**src/rtl/gray_counter_param.sv**
```systemverilog
// WIDTH-bit up/down Gray-code counter with parallel load, wrap pulse and a
// sticky-or-pulsed overflow flag. All outputs are registered from one binary count.
module gray_counter_param #(
   parameter int unsigned WIDTH      = 3,
   parameter bit          OVF_STICKY = 1'b1
) (
   input  logic             Clk,
   input  logic             Reset,
   input  logic             En,
   input  logic             Dir,
   input  logic             Load,
   input  logic [WIDTH-1:0] LoadVal,
   input  logic             ClrOvf,
   output logic [WIDTH-1:0] Output,
   output logic [WIDTH-1:0] BinOut,
   output logic             Overflow,
   output logic             Wrap
);

   localparam logic [WIDTH-1:0] MAX_VAL = {WIDTH{1'b1}};
   localparam logic [WIDTH-1:0] ONE     = {{(WIDTH-1){1'b0}}, 1'b1};

   logic [WIDTH-1:0] r_bin;
   logic [WIDTH-1:0] r_gray;
   logic             r_wrap;
   logic             r_ovf;

   logic [WIDTH-1:0] w_bin_next;
   logic [WIDTH-1:0] w_gray_next;
   logic             w_up_wrap;
   logic             w_dn_wrap;
   logic             w_wrap_next;
   logic             w_ovf_next;

   always_comb begin
      w_up_wrap   = En & ~Load & Dir & (r_bin == MAX_VAL);
      w_dn_wrap   = En & ~Load & ~Dir & (r_bin == '0);
      w_wrap_next = w_up_wrap | w_dn_wrap;

      w_bin_next = r_bin;
      if (Load) begin
         w_bin_next = LoadVal;
      end else if (En) begin
         w_bin_next = Dir ? (r_bin + ONE) : (r_bin - ONE);
      end

      // Gray is encoded from the next count so it lands in the same edge as BinOut
      w_gray_next = w_bin_next ^ (w_bin_next >> 1);

      if (OVF_STICKY) begin
         // A wrap at the same edge as ClrOvf keeps the flag set
         w_ovf_next = w_wrap_next | (r_ovf & ~ClrOvf);
      end else begin
         w_ovf_next = w_wrap_next;
      end
   end

   always_ff @(posedge Clk or negedge Reset) begin
      if (!Reset) begin
         r_bin  <= '0;
         r_gray <= '0;
         r_wrap <= 1'b0;
         r_ovf  <= 1'b0;
      end else begin
         r_bin  <= w_bin_next;
         r_gray <= w_gray_next;
         r_wrap <= w_wrap_next;
         r_ovf  <= w_ovf_next;
      end
   end

   assign Output   = r_gray;
   assign BinOut   = r_bin;
   assign Wrap     = r_wrap;
   assign Overflow = r_ovf;

endmodule

```
**config.mk**
```make
export PLATFORM = sky130hd
export DESIGN_NAME = gray_counter_param
export DESIGN_NICKNAME = d
export VERILOG_FILES = /design/src/rtl/gray_counter_param.sv
export SDC_FILE = /design/constraint.sdc
export NUM_CORES = 1
export LEC_CHECK = 0
export ABC_AREA = 1
export BUFFER_PORTS_ARGS = -buffer_cell sky130_fd_sc_hd__buf_4
export CAP_MARGIN = 25
export CORE_AREA = 2 2 39 41
export CTS_CLUSTER_DIAMETER = 150
export CTS_CLUSTER_SIZE = 14
export DETAILED_ROUTE_END_ITERATION = 7
export DIE_AREA = 0 0 41 43
export PLACE_DENSITY = 0.63
export SYNTH_ARGS = -nofsm -noshare
export SYNTH_HDL_FRONTEND = slang
export SYNTH_SLANG_ARGS = --single-unit
```
**constraint.sdc**
```tcl
create_clock -name Clk -period 4 [get_ports Clk]
set_clock_uncertainty 0.15 [all_clocks]
set_input_delay 0 -clock Clk [delete_from_list [all_inputs] [get_ports Clk]]
set_output_delay 0 -clock Clk [all_outputs]
set_load 0.1 [all_outputs]
```
==> out/metrics.csv <==
stage;metric;value;unit
floorplan;initial_core_util;0.287;
floorplan;core.rowCount;14;
placed_design;io_buffers;16;
yosys;yosysSeqAreaShare;0.442;
timing;setup_tns;0;ns
timing;final.min_clock_period;1.79;ns
critical_path;crit_chain;or2_0, o21ai_1, nand2_1, o22ai_1, dlygate4sd3_1;
timing;setup_viol;0;
yosys;synth_edf_count;0;
flow_run;max-cap-violations;0;
critical_path;start_kind;flip-flop;
finish;antennaDiodeCount;0;
floorplan;die_height;43;µm
floorplan;die_width;41;µm
min_path;hold_depth;5;
floorplan;coreArea;0.00138;mm²
critical_path;cp_num_buf_inv;1;
finish;drive_gt1_frac;0.347;
global_route;antenna_found_initial;0;
clock_tree;cts_tree;done;
clock_tree;clkTransAtPathRegs;0.06;ns
critical_path;critPathMaxFanout;5;
yosys;mappedNetlistNets;56;
global_route;busiest_layer;met2;
status;outcome;complete, no violations;
placed_design;dp_hpwl;645;µm
min_path;hp-start;En;
timing;worst_pin_slew;0.364;ns
route;dr.pass1.iters;2;
finish;nNetsFinal;86;
global_route;grt_remaining_overflow;0;
yosys;synthTopCellsByCount;13 x nand2_1, 7 x dfrtp_1, 4 x inv_1, 4 x nand3_1, 3 x inv_2;
yosys;ys_top_cells_by_area;dfrtp_1 44%, nand2_1 12%, fa_1 5.0%, nand3_1 5.0%, o21ai_4 4.1%;
clock_tree;numCtsBuffers;3;
critical_path;r2r_start;BinOut[0];
timing;relSlewSlack;0.757;
clock_tree;clk_latency;0.25;ns
critical_path;crit_arrival;1.82;ns
timing;maxClockFrequency;560;MHz
route;drc;0;
timing;finalWorstSetupSlack;2.21;ns
yosys;synth-seq-cells;7;
yosys;ys.flop_type;dfrtp_1;
route;routed_wl;1.05;mm
timing;period_share;0.447;
yosys;netlist_instances;46;
route;routed_via_density;4.27;
critical_path;r2r_slack;2.21;ns
global_route;grtUsageMet3;0.0524;
yosys;synth_top_area_cell;dfrtp_1;
route;vias;389;
finish;area.growth.synth_to_final;65.3;%
placed_design;pre_cts_ws;2.37;ns
route;drt-initial-drc-count;3;
pwr;irDropWorstVdd;0.000259;V
clock_tree;root_buffer;clkbuf_4;
critical_path;crit_path_end_kind;flip-flop;
global_route;grtUsageMet1;0.146;
clock_tree;htree_num_levels;1;
critical_path;path_depth;5;
global_route;grt_pass1_vias;392;
global_route;grt_pass1_wl;1.64;mm
clock_tree;clock-sinks;7;
global_route;grt_max_degree;8;
timing;hold_violations;0;
yosys;ys_warn_count;0;
route;drtAntennaViolNets;0;
min_path;hold_class;primary input to flip-flop;
global_route;grt_usage;0.143;
timing;rsz0062_at_grt;false;
critical_path;crit_type;flip-flop to flip-flop;
yosys;synth_cell_types;19;
floorplan;dieArea;0.00176;mm²
global_route;use_met2;0.234;
route;wl_per_cell;11.5;µm
pwr;p_leak;0.000336;µW
placed_design;gp_congestion;0.755;
critical_path;regToRegEndpoint;Overflow;
clock_tree;post_cts_buffers;0;
yosys;synth_top_area_share;0.442;
clock_tree;clk_path_buf_depth;2;
critical_path;rr_worst_depth;5;
critical_path;cp_slowest_cell;dlygate4sd3_1;
floorplan;pin_count;17;
critical_path;cp_top_family;buffers and inverters;
yosys;async_flop_share;1.00;
critical_path;cp.required;4.04;ns
yosys;syn_area;397;µm²
min_path;min_to;BinOut[1];
yosys;synth.most_common_cell;nand2_1;
pwr;power_per_cell_area;462;mW/mm²
critical_path;slowest_delay;0.57;ns
yosys;avgSynthCellArea;8.62;µm²
timing;slew_viol_final;0;
==> sequential cells by signal, summed over array words and instances, names as in the netlist <==
name / cells
Wrap: 1
Output: 2
BinOut: 3
Overflow: 1
==> final cells by class <==
| class | instances | area [µm²] |
|---|---|---|
| clock buffer | 4 | 26.3 |
| fill | 129 | 728 |
| inverter | 8 | 32.5 |
| multi-input combinational | 30 | 181 |
| sequential | 7 | 175 |
| tap | 16 | 20.0 |
| timing repair buffer | 26 | 220 |
==> power by group <==
| group | total (µW) | internal, µW | switching (µW) | leakage (µW) |
|---|---|---|---|---|
| combinational | 150 | 39.9 | 110 | 0.000236 |
| clock | 64.6 | 38.1 | 26.5 | 0.0000150 |
| sequential | 88.2 | 80.2 | 8.03 | 0.0000857 |
| total | 303 | 158 | 145 | 0.000336 |
==> what timing repair did <==
action	CTS	global route
setup endpoints to repair	0	0
hold endpoints to repair	14	0
gates resized for setup	0	0
hold buffers	10	0
==> logic make-up after synthesis <==
kind of cell,Yosys count,share of synthesized area
buf+inv,9,0.101
xor+xnor,2,0.0442
fa+ha+maj,1,0.0505
flops,7,0.442
compound gates,4,0.0915
simple gates,23,0.271
==> worst min-delay path, delay by kind of cell <==
kind | cells | cell delay, ns
compound gates | 1 | 0.06
buf+inv | 2 | 0.17
simple gates | 2 | 0.16
==> worst max-delay path by stage <==
stage,slack [ns],end,startpoint
final,2.21,Overflow,BinOut[0]
after CTS,2.22,Overflow,BinOut[0]
after floorplan,1.79,Output[1],BinOut[0]
after detailed placement,2.37,Output[0],BinOut[0]
after global routing,2.09,Wrap,BinOut[0]
after global placement,2.36,Output[0],BinOut[0]
==> placed cells by master, fill, tap and decap left out <==
cell           netlist  layout
fa_1                 1       1
o21ai_2              1       1
o21ai_1              1       1
inv_2                3       3
nand2_1             13      13
xor2_1               1       1
nor2_1               1       1
nand3_2              1       1
nand3_1              4       4
inv_4                1       1
xnor2_1              1       1
clkbuf_1             0       1
o22ai_1              1       1
dlygate4sd3_1        0      10
nand4_1              2       2
clkbuf_4             0       3
dfrtp_1              7       7
buf_4                1      16
inv_1                4       4
o21ai_4              1       1
or2_1                1       1
or2_0                1       1
==> per-stage QoR <==
stage | utilization | cell area [µm²] | hold WS [ns] | instances | total power [µW]
finish | 0.474 | 656 | 0.0234 | 91 | 303
global route | 0.474 | 656 | 0.0528 | 91 | 320
global placement | 0.382 | 529 | -0.333 | 77 | 229
detailed placement | 0.382 | 529 | -0.331 | 77 | 228
CTS | 0.474 | 656 | 0.0222 | 91 | 303
floorplan | - | 397 | -0.446 | 46 | 197
==> layer usage <==
| metal | routed length (µm) | vias to the layer above |
|---|---|---|
| met3 | 31 | 4 |
| met2 | 564 | 11 |
| met4 | 42 | 0 |
| met1 | 412 | 171 |
| li1 | - | 203 |
| met5 | 0 | - |
No activity file was read; power rests on OpenSTA's default activity.
